File: src/rtl/hvac_sequencer.sv
// hvac_sequencer
//   Sequences a single-stage heat/cool plant with fan pre-purge, a minimum
//   run time, fan post-purge and an equipment-off lockout.
//
// Ports
//   clk               : system clock, all state updates on the rising edge
//   reset             : asynchronous, active-high reset
//   user_temp_setting : 8-bit unsigned setpoint
//   indoor_temp       : 8-bit unsigned measured temperature
//   heating           : heat equipment enable
//   cooling           : cool equipment enable
//   fan_en            : air-handler fan enable
//   busy              : high whenever the sequencer is not IDLE
//   state             : current state (IDLE=0, PRE=1, HEAT=2, COOL=3, POST=4, LOCK=5)

module hvac_sequencer #(
  parameter int unsigned HYST     = 2,
  parameter int unsigned PRE_CYC  = 4,
  parameter int unsigned MIN_RUN  = 8,
  parameter int unsigned POST_CYC = 4,
  parameter int unsigned LOCK_CYC = 6
) (
  input  logic       clk,
  input  logic       reset,
  input  logic [7:0] user_temp_setting,
  input  logic [7:0] indoor_temp,
  output logic       heating,
  output logic       cooling,
  output logic       fan_en,
  output logic       busy,
  output logic [2:0] state
);

  localparam logic [2:0] ST_IDLE = 3'd0;
  localparam logic [2:0] ST_PRE  = 3'd1;
  localparam logic [2:0] ST_HEAT = 3'd2;
  localparam logic [2:0] ST_COOL = 3'd3;
  localparam logic [2:0] ST_POST = 3'd4;
  localparam logic [2:0] ST_LOCK = 3'd5;

  localparam logic MODE_HEAT = 1'b0;
  localparam logic MODE_COOL = 1'b1;

  // Counter reload values: each timed state lasts exactly N cycles because
  // the counter is loaded with N-1 on entry and the state exits at zero.
  localparam logic [7:0] PRE_LOAD  = 8'(PRE_CYC - 1);
  localparam logic [7:0] RUN_LOAD  = 8'(MIN_RUN - 1);
  localparam logic [7:0] POST_LOAD = 8'(POST_CYC - 1);
  localparam logic [7:0] LOCK_LOAD = 8'(LOCK_CYC - 1);

  localparam logic [8:0] HYST9 = 9'(HYST);

  logic [2:0] state_q;
  logic [7:0] count_q;
  logic       mode_q;

  logic [8:0] set9;
  logic [8:0] temp9;
  logic       heat_dmd;
  logic       cool_dmd;
  logic       mode_dmd;
  logic       heat_satisfied;
  logic       cool_satisfied;

  // Demand is evaluated one bit wider than the inputs so that adding the
  // deadband to a near-full-scale reading can never wrap around.
  assign set9     = {1'b0, user_temp_setting};
  assign temp9    = {1'b0, indoor_temp};
  assign heat_dmd = (temp9 + HYST9) < set9;
  assign cool_dmd = temp9 > (set9 + HYST9);

  // Demand for the mode latched on leaving IDLE; used to abort pre-purge.
  assign mode_dmd = (mode_q == MODE_COOL) ? cool_dmd : heat_dmd;

  // Run-state exit thresholds are the setpoint itself, not the deadband
  // edge, so a run always drives the room fully back to the setpoint.
  assign heat_satisfied = indoor_temp >= user_temp_setting;
  assign cool_satisfied = indoor_temp <= user_temp_setting;

  // Sequencer state, shared down-counter and latched heat/cool mode.
  // In HEAT/COOL the counter parks at zero once the minimum run time has
  // elapsed, so the run continues until the temperature exit is met.
  always_ff @(posedge clk or posedge reset) begin
    if (reset) begin
      state_q <= ST_IDLE;
      count_q <= 8'd0;
      mode_q  <= MODE_HEAT;
    end else begin
      case (state_q)
        ST_IDLE: begin
          if (heat_dmd) begin
            state_q <= ST_PRE;
            mode_q  <= MODE_HEAT;
            count_q <= PRE_LOAD;
          end else if (cool_dmd) begin
            state_q <= ST_PRE;
            mode_q  <= MODE_COOL;
            count_q <= PRE_LOAD;
          end
        end
        ST_PRE: begin
          if (!mode_dmd) begin
            state_q <= ST_IDLE;
            count_q <= 8'd0;
          end else if (count_q == 8'd0) begin
            state_q <= (mode_q == MODE_COOL) ? ST_COOL : ST_HEAT;
            count_q <= RUN_LOAD;
          end else begin
            count_q <= count_q - 8'd1;
          end
        end
        ST_HEAT: begin
          if (count_q != 8'd0) begin
            count_q <= count_q - 8'd1;
          end else if (heat_satisfied) begin
            state_q <= ST_POST;
            count_q <= POST_LOAD;
          end
        end
        ST_COOL: begin
          if (count_q != 8'd0) begin
            count_q <= count_q - 8'd1;
          end else if (cool_satisfied) begin
            state_q <= ST_POST;
            count_q <= POST_LOAD;
          end
        end
        ST_POST: begin
          if (count_q == 8'd0) begin
            state_q <= ST_LOCK;
            count_q <= LOCK_LOAD;
          end else begin
            count_q <= count_q - 8'd1;
          end
        end
        ST_LOCK: begin
          if (count_q == 8'd0) begin
            state_q <= ST_IDLE;
          end else begin
            count_q <= count_q - 8'd1;
          end
        end
        default: begin
          state_q <= ST_IDLE;
          count_q <= 8'd0;
        end
      endcase
    end
  end

  // Moore output decode; because reset clears state_q asynchronously the
  // enables drop the moment reset rises, without waiting for a clock.
  assign heating = (state_q == ST_HEAT);
  assign cooling = (state_q == ST_COOL);
  assign fan_en  = (state_q == ST_PRE) || (state_q == ST_HEAT) ||
                   (state_q == ST_COOL) || (state_q == ST_POST);
  assign busy    = (state_q != ST_IDLE);
  assign state   = state_q;

endmodule

File: config.mk
export PLATFORM = sky130hd
export DESIGN_NAME = hvac_sequencer
export DESIGN_NICKNAME = d
export VERILOG_FILES = /design/src/rtl/hvac_sequencer.sv
export SDC_FILE = /design/constraint.sdc
export NUM_CORES = 1
export LEC_CHECK = 0
export CORE_UTILIZATION = 30
export DETAILED_ROUTE_END_ITERATION = 6
export PLACE_DENSITY = 0.58
export SLEW_MARGIN = 20
export SYNTH_ARGS = -nofsm -noshare
export SYNTH_HDL_FRONTEND = slang
export SYNTH_SLANG_ARGS = --single-unit
export TNS_END_PERCENT = 5
File: constraint.sdc
create_clock -name clk -period 4.6 [get_ports clk]
set_input_delay 0.92 -clock clk [delete_from_list [all_inputs] [get_ports clk]]
set_output_delay 0.92 -clock clk [all_outputs]
set_load 0.03 [all_outputs]
==> reports/results.md, run 1 <==
### Timing
- 0.00551 ns — Worst Clk Skew
- 62.3% — Worst slew margin
- 0.254 GHz — Fmax
- 0 — final number of setup-violating endpoints
- 0 — Final Max Tran Viols
- false — RSZ-0062 raised after global routing
- 0.561 ns — pin slew with the least headroom to its limit
- 0 — final count of hold timing violations
- 0 ns — Sum Neg Setup Slack
- 85.5% — period utilization
- 3.93 ns — min cycle time layout

### Synthesis
- 52 — Yosys cell types
- 0 — number of warnings issued by yosys
- 236 — number of nets in the synthesized netlist
- 193 — post-synthesis cell count
- 8.33 um2 — mean cell area of the mapped netlist
- 19.5% — top-area cell type share of the netlist area
- 0 — number of flops mapped to enable cells by yosys
- 12 — number of synthesized register bits
- ha_1, inv_1, nor2_1 — most instantiated cells after synthesis
- ha_1 — most instantiated library cell after synthesis
- ha_1, dfrtp_1, nand3_1 — ranking of synthesized cells by area
- 1610 um2 — combined area of all synthesized cells
- dfrtp_1 — flip-flop cell with the highest count after synthesis
- 18.7% — sequential share of the synthesized area
- 100% — async set or reset register ratio after synthesis
- ha_1 — cell type with the highest aggregate area in the netlist

### Routing
- 1780 um — detailed route wirelength on metal2
- 125 um — routed length on met3
- 5.19 — detail-routed via count per cell
- 87 — Iter 0 DRT Violations
- 1489 — count of vias placed by the detailed router
- met4 — top layer used by detailed routing
- 12.8 um — wire length per cell
- 4 — 1st-pass router iterations
- 3690 um — total wirelength of the detailed-routed design
- 0 — post-detailed-route DRC marker count
- 1740 um — WL met1
- 0 — number of antenna-violating nets in the routed design

### Clock tree
- built — clock tree from TritonCTS
- 0 — cts hold-fix bufs
- 0 — number of instances resized during post-cts repair
- 0.24 ns — later-pin clock latency in the skew report
- 3 — CTS Buf Count
- 1 — CTS H-Tree Depth
- 12 — number of sinks handled by clock tree synthesis
- 0 — post-CTS repair timing setup buffer count
- 2 — Clock Tree Buf Depth
- clkbuf_8 — root buffer cell
- 0.05 ns — clk slew on worst S/H paths

### Pwr
- 21.1% — fraction of power consumed by sequential logic
- 12.1% — fraction of power consumed by the clock network
- 47.5% — Switching Fraction
- 0.173 mV — VDD IR max
- 0.457 mW — NetSw
- 0.861 nW — standby leakage power
- 488 nW/um2 — ratio of total power to cell area
- 66.8% — relative contribution of combinational cells to total power
- 0.505 mW — internal power

### Global routing
- 1432 — vias in the first global route
- 6240 um — first-pass GRT wire length
- 0 — number of antenna violations at the first check in global routing
- 13 — pin count of the biggest net entering global routing
- 14.2% — overall routing resource usage
- 0 — GR Overflow Total

### Setup path
- 4.74 ns — data required time of the critical path
- input pin — critical path launch point type
- 1 — buffers and inverters on the worst path
- clkdlybuf4s50_1 — slowest cell on the critical path
- register — Worst Setup End Kind
- compound AO/OA/AOI/OAI gates — dominant delay contributor by cell family on the critical path
- 10 — CP Max Fanout
- 4.08 ns — data arrival time of the critical path
- 2.29 ns — Register-to-Register Setup Slack
- clkdlybuf4s50_1 > nand2_1 > nor2_1 > xor2_1 > ha_1 > a211o_1 > o221ai_2 > a21oi_2 > a311oi_4 > nor3_1 > o21bai_4 > or2_4 > o31ai_2 — cell chain of the critical path
- in -> reg — CP Class
- 0.60 ns — delay of the slowest critical-path stage

### Floorplanning
- 5660 um2 — die area
- 5140 um2 — Core Area
- 25 — Ports
- 75.2 um — die width
- 26 — Core Rows
- 31.3% — initial core utilization
- 75.2 um — Vert. Die Dim

### Job
- 0 — max capacitance violation total

### Min path
- reg -> reg — path class of the lowest-slack min-delay path

### Placement
- 24 — Port-buffer cells
- 0.838 — gp weighted congestion
- 2980 um — half-perimeter wire length after placement
- 283 — post-placement cell count

### Layout
- 22.6% — Layout Area Growth over Synthesis
- 579 — count of filler cells inserted in the layout
- 0 — number of inserted diodes
- 261 — Net count, final
- 7.83% — fraction of layout instances using a drive strength above 1
- 287 — final std cells w/o fill

### Outcome
- finished, final reports clean — outcome

[power by group through the flow]
stage / Combinational [mW] / Sequential [mW] / Clock [mW]
after floorplan: 0.485 / 0.190 / 0
after global placement: 0.637 / 0.203 / 0
after detailed placement: 0.637 / 0.204 / 0
after CTS: 0.644 / 0.202 / 0.120
after global routing: 0.710 / 0.209 / 0.123
final: 0.643 / 0.203 / 0.116
[logic make-up (layout without fill, tap and decap cells)]
kind of cell / after synthesis / in the layout / share of synthesized area (%)
compound gates: 60 / 60 / 30.7
simple gates: 60 / 60 / 17.4
fa+ha+maj: 26 / 26 / 20.1
buf+inv: 22 / 46 / 5.45
flops: 12 / 12 / 18.7
xor+xnor: 10 / 10 / 5.45
mux: 3 / 3 / 2.26
[sequential cells by signal, indices dropped and copies added (netlist names)]
name / flops
count_q: 8
mode_q: 1
state: 3
[worst register-to-register path: stages, from the launching register on]
cell	delay [ns]
dfrtp_1	0.55
clkinv_1	0.37
nor2_1	0.32
nor2_1	0.09
o21ai_0	0.29
a41oi_4	0.09
or2_4	0.30
o31ai_2	0.22
[routing by layer]
metal  vias up  GRT usage, %
li1        761             -
met1       687          17.2
met2        37          26.5
met3         4          1.74
met4         0          3.91
met5         -             0
[placed cells by master (no fill, tap or decap), types with 2 or more instances in the layout]
master           count
inv_1               17
xnor2_1              7
a32o_1               2
ha_1                25
o31ai_2              2
a2bb2oi_1            3
nand3_1             13
nor3_1               6
o21bai_1             3
dfrtp_1             12
a21o_1               3
and3_1               3
clkdlybuf4s50_1     24
xor2_1               3
nand2_1             14
o21a_1               3
nand4_1              3
nor2_1              16
clkbuf_8             4
a21oi_1             10
o21ai_0             13
o211ai_1             2
[cell type report]
class	count	area, um2	area share [%]
Multi-Input combinational cell	159	1220	61.9
Tap cell	70	87.6	4.44
Timing Repair Buffer	24	240	12.2
Sequential cell	12	300	15.2
Inverter	18	67.6	3.43
Clock buffer	4	55.1	2.79
[through the flow]
stage	power [mW]	worst slack [ns]	area (um2)	hold WS, ns	utilization (%)
after floorplan	0.675	1.26	1610	0.466	-
after global placement	0.840	0.477	1920	0.483	37.3
after detailed placement	0.841	0.413	1920	0.492	37.3
after CTS	0.966	0.653	1970	0.504	38.3
after global routing	1.04	0.466	1970	0.542	38.3
final	0.962	0.667	1970	0.497	38.3
[path summary, 6_finish.rpt]
kind                                        start                     end  depth (start not counted)
setup / recovery                   indoor_temp[3]  count_q[3]$_DFFE_PP0P_                         13
hold / removal             count_q[1]$_DFFE_PP0P_  count_q[1]$_DFFE_PP0P_                          1
setup reg to reg             state[2]$_DFFE_PP0P_  count_q[3]$_DFFE_PP0P_                          7
hold reg to reg            count_q[1]$_DFFE_PP0P_  count_q[1]$_DFFE_PP0P_                          1
max in group asynchronous                   reset  count_q[7]$_DFFE_PP0P_                          2
min in group asynchronous                   reset    state[0]$_DFFE_PP0P_                          2
Power figures use the tool's default switching activity.
==> inputs of run 2 (changes only) <==
CORE_UTILIZATION = 47   (was 30)
PLACE_DENSITY = 0.79   (was 0.58)
==> run 2 against run 1 <==
Effect of this change: clock power decreased by 24%; via count down 0.87%; core utilization grew 23 points; register-to-register slack better by 0.05 ns; non-clock buffer count unchanged; clock skew fell by 0.0029 ns; flip-flop and latch count unchanged; combinational power down 2%; maximum frequency grew 0.64%; sequential share of layout area rose by 0.41 points; cell area fell by 2.6%; highest routed layer unchanged.
==> reports/results.md, run 2 (synthesis results as in run 1) <==
### Outcome
- finished, final reports clean — outcome

### Routing
- 6 — 1st-pass router iterations
- 3360 um — total wirelength of the detailed-routed design
- 97 — Iter 0 DRT Violations
- 1476 — count of vias placed by the detailed router
- 12.9 um — wire length per cell
- 0 — post-detailed-route DRC marker count
- 5.66 — detail-routed via count per cell
- 0 — number of antenna-violating nets in the routed design

### Global routing
- 5620 um — first-pass GRT wire length
- 0 — number of antenna violations at the first check in global routing
- 1347 — vias in the first global route
- 20.5% — overall routing resource usage
- 0 — GR Overflow Total
- 13 — pin count of the biggest net entering global routing

### Setup path
- count_q[6]$_DFFE_PP0P_ — Critical R2R Capture
- clkdlybuf4s50_1 > nand2_1 > nor2_1 > xor2_1 > ha_1 > a211o_1 > o221ai_2 > a21oi_2 > a311oi_4 > nor3_1 > o21bai_4 > or2_4 > o31ai_2 — cell chain of the critical path
- clkdlybuf4s50_1 — slowest cell on the critical path
- register — Worst Setup End Kind
- 10 — CP Max Fanout
- 6 — R2R depth
- state[0]$_DFFE_PP0P_ — R2R Path Start
- input pin — critical path launch point type
- 2.34 ns — Register-to-Register Setup Slack
- in -> reg — CP Class
- 4.80 ns — data required time of the critical path
- 0.60 ns — delay of the slowest critical-path stage
- 4.11 ns — data arrival time of the critical path

### Floorplanning
- 60.5 um — Vert. Die Dim
- 51.0% — initial core utilization
- 20 — Core Rows
- 25 — Ports
- 3660 um2 — die area
- 60.5 um — die width
- 3150 um2 — Core Area

### Timing
- 0 ns — Sum Neg Setup Slack
- 0 — final number of setup-violating endpoints
- 3.91 ns — min cycle time layout
- 0.570 ns — pin slew with the least headroom to its limit
- 61.7% — Worst slew margin
- 0 — Final Max Tran Viols
- 0.00259 ns — Worst Clk Skew
- 0.256 GHz — Fmax
- false — RSZ-0062 raised after global routing
- 0 — final count of hold timing violations
- 0.692 ns — Worst Slack Setup Final
- 85.0% — period utilization

### Layout
- 291 — count of filler cells inserted in the layout
- 8 — flip-flop count of the largest register, all copies and words added
- 261 — Net count, final
- count_q — register bank with the most flops
- 0 — number of inserted diodes
- 19.4% — Layout Area Growth over Synthesis
- 261 — final std cells w/o fill
- 7.83% — fraction of layout instances using a drive strength above 1
- ha_1, clkdlybuf4s50_1, inv_1, nor2_1, nand2_1 — most frequent cells in the layout
- ha_1 — most common cell after layout, fill and taps aside
- 60.9% — final core occ

### Placement
- 257 — post-placement cell count
- 0.412 ns — Setup WS pre-CTS
- 0.850 — gp weighted congestion
- 24 — Port-buffer cells
- 2800 um — half-perimeter wire length after placement

### Min path
- count_q[0]$_DFFE_PP0P_ — startpoint of the worst hold path
- reg -> reg — path class of the lowest-slack min-delay path
- 2 — Hold Path Stages
- count_q[0]$_DFFE_PP0P_ — Endpoint, Worst Hold

### Pwr
- 0.853 nW — standby leakage power
- 0.158 mV — VDD IR max
- 479 nW/um2 — ratio of total power to cell area

### Clock tree
- clkbuf_4 — root buffer cell
- 3 — CTS Buf Count
- 0.08 ns — clk slew on worst S/H paths
- built — clock tree from TritonCTS
- 0 — cts hold-fix bufs
- 0.28 ns — later-pin clock latency in the skew report
- 1 — CTS H-Tree Depth
- 12 — number of sinks handled by clock tree synthesis
- 2 — Clock Tree Buf Depth
- 0 — post-CTS repair timing setup buffer count
- 0 — number of instances resized during post-cts repair

### Job
- 0 — max capacitance violation total

==> run 2: layout make-up <==
cell class                      instances  area (um2)  share of cell area [%]
Multi-Input combinational cell        159        1220                    63.6
Inverter                               18        67.6                    3.52
Timing Repair Buffer                   24         240                    12.5
Sequential cell                        12         300                    15.6
Tap cell                               44        55.1                    2.87
Clock buffer                            4        36.3                    1.89
==> run 2: stage by stage <==
stage                     total power [mW]  hold WS (ns)  instance area [um2]
after floorplan                      0.675         0.466                 1610
after global routing                 0.997         0.561                 1920
final                                0.920         0.521                 1920
after detailed placement             0.832         0.505                 1880
after global placement               0.827         0.497                 1880
after CTS                            0.920         0.525                 1920
==> run 2: worst max path at each step <==
stage,startpoint,endpoint,slack (ns),cells after the start
4_1_cts,indoor_temp[3],count_q[3]$_DFFE_PP0P_,0.71,13
3_3_place_gp,indoor_temp[5],count_q[3]$_DFFE_PP0P_,0.50,13
5_1_grt,user_temp_setting[1],count_q[2]$_DFFE_PP0P_,0.46,13
2_1_floorplan,indoor_temp[2],count_q[3]$_DFFE_PP0P_,1.26,12
6_report,indoor_temp[3],count_q[3]$_DFFE_PP0P_,0.69,13
3_5_place_dp,indoor_temp[3],count_q[3]$_DFFE_PP0P_,0.41,13
==> run 2: routing by layer <==
metal / up-vias / part of all wire [%] / global-route usage, %
li1: 766 / - / -
met1: 680 / 48 / 24.6
met2: 26 / 48 / 37.5
met3: 4 / 2.4 / 2.13
met4: 0 / 1.4 / 7.79
met5: - / 0 / 0
==> run 2: worst max-delay path: cells and delay by family <==
kind	cells	cell delay, ns
and+or+nand+nor	4	0.82
buffers and inverters	1	0.60
adders and majority gates	1	0.26
AOI/OAI and AO/OA	6	1.32
xor gates and xnor gates	1	0.19
==> run 2: power by group <==
group	internal (mW)	switching [mW]	total, mW
clock	0.0482	0.0397	0.0879
combinational	0.285	0.348	0.633
sequential	0.143	0.0559	0.199
==> edit, RTL diff (flow settings as in run 2) <==
The parameter `LOCK_CYC` goes from 6 to 4.
--- a/src/rtl/hvac_sequencer.sv
+++ b/src/rtl/hvac_sequencer.sv
@@ -20,3 +20,3 @@
   parameter int unsigned POST_CYC = 4,
-  parameter int unsigned LOCK_CYC = 6
+  parameter int unsigned LOCK_CYC = 4
 ) (
Function: same outputs for any inputs over 10 cycles, from zero or initial values and one cycle with reset high; that may be too few to reach the edited logic, so the function may still have changed.
==> edit against run 2 <==
Total power down 13%. Fmax up 5.9%. Design area increased by 3.8%. Highest routed layer unchanged. Routed wire length grew 23%. Sequential cell count did not move. Critical path type unchanged. Setup slack better by 0.22 ns. Area after synthesis rose by 4.1%. Critical endpoint is now count_q[7].
==> edit: results (changes against run 2) <==
CP required=4.81 ns (about the same); Inst Count DP=275 (+7.0%); Global Route met1 Usage=36.3% (+12 points); syn nets=253 (+7.2%); Synth Area in Adders=19.4% (-0.65 points); mux contribution to synthesized area=0.598% (-1.7 points); Place WS=0.635 ns (+0.223 ns); Synth Area in XOR/XNOR=5.75% (+0.31 points); layout cell share with drive strength beyond 1=7.30% (-0.54 points); GRT Resource Usage Total=24.7% (+4.2 points); gpl congestion=0.884 (+4.1%); leakage power=0.846 nW (-0.79%); met1 WL=2.04 mm (+27%); DR pass1 iterations=4 (-2); min-delay src=count_q[1]; Reg-to-Reg Start=count_q[4]; DP HPWL=3.28 mm (+17%); dominant cells by area after synthesis=ha_1 (19%), dfrtp_1 (18%), xnor2_1 (5.2%), nand3_1 (4.2%), inv_1 (3.4%); sequential-to-total area share from yosys stat=17.9% (-0.74 points); Worst Hold Endpoint=count_q[1]; Clock Skew=0.00792 ns (+0.00533 ns); Post-Syn Area per Cell=8.01 um^2 (-3.8%); via count=1667 (+13%); complex-gate fraction of the synthesized area=26.9% (-3.8 points); final hold slack=0.570 ns (+0.0486 ns); DR WL met3=235 um (+190%); status=completed; max reg flops=8 (unchanged); Post-Route WL=4.12 mm (+23%); Worst R2R End=count_q[2]; GR Layer Usage met2=37.8% (+0.27 points); setup bufs post-CTS=0 (unchanged); Slew headroom=65.0% (+3.3 points); post-DR wirelength/cell=14.8 um (+15%); vias in the first global route=1601 (+19%); VDD IR max=0.237 mV (+50%); R2R setup slack=2.20 ns (-0.14 ns); Initial DRC Count=59 (-39%); R2R depth=6 (unchanged); cell area after placement=0.00196 mm^2 (+3.9%); CP max FO=7 (-3); number of library cell types mapped by synthesis=50 (-3.8%); Post-synth top cells=ha_1 (26), inv_1 (15), nand2_1 (14), nand3_1 (14), dfrtp_1 (12); met3 Use GR=4.83% (+2.7 points)
## edit: cell count changes after synthesis, sizes merged, moves of 4 or more
cell and delta:
o21ai +5, nor2b +4, nand2b +5, o211ai +7
nor2 -7
## edit: power by group
group	total (mW)	internal (mW)	switching [mW]
Combinational	0.498	0.219	0.279
Sequential	0.217	0.148	0.0687
Clock	0.0865	0.0482	0.0383
Total	0.801	0.415	0.386
## edit: final cells by class
class,instances,area (um^2)
clock buffer,4,36.3
fill,315,1370
inverter,17,63.8
multi-input combinational,176,1290
sequential,12,300
tap,46,57.6
timing repair buffer,24,240
## edit: worst max-delay path by stage
stage	from	end	slack (ns)	cells after the start
floorplan	indoor_temp[3]	count_q[3]	1.65	10
global placement	indoor_temp[1]	count_q[3]	0.63	11
detailed placement	indoor_temp[1]	count_q[7]	0.63	11
CTS	indoor_temp[1]	count_q[7]	0.92	11
global route	indoor_temp[1]	count_q[6]	0.65	11
finish	indoor_temp[1]	count_q[7]	0.91	11
## edit: kinds of logic after synthesis
| logic type | count (synthesis) |
|---|---|
| AND/OR/NAND/NOR | 74 |
| AO/OA/AOI/OAI | 64 |
| adder cells (fa/ha/maj) | 26 |
| buffers and inverters | 21 |
| flip-flops | 12 |
| XOR/XNOR | 11 |
| multiplexers | 1 |
## edit: metrics by stage
step,utilization [%],power (mW)
6_report,59.2,0.801
5_1_grt,59.2,0.876
4_1_cts,59.2,0.801
3_5_place_dp,58.1,0.710
3_3_place_gp,58.1,0.701
2_1_floorplan,-,0.567
## edit: critical path, cell delays in order
cell and delay [ns]:
clkdlybuf4s50_1 0.64, ha_1 0.27, nand3_1 0.11, xnor2_1 0.14, ha_1 0.21, a2111oi_0 0.46, a211o_1 0.20, a41oi_1 0.17
a21oi_2 0.35, o211ai_2 0.20, o211ai_1 0.21
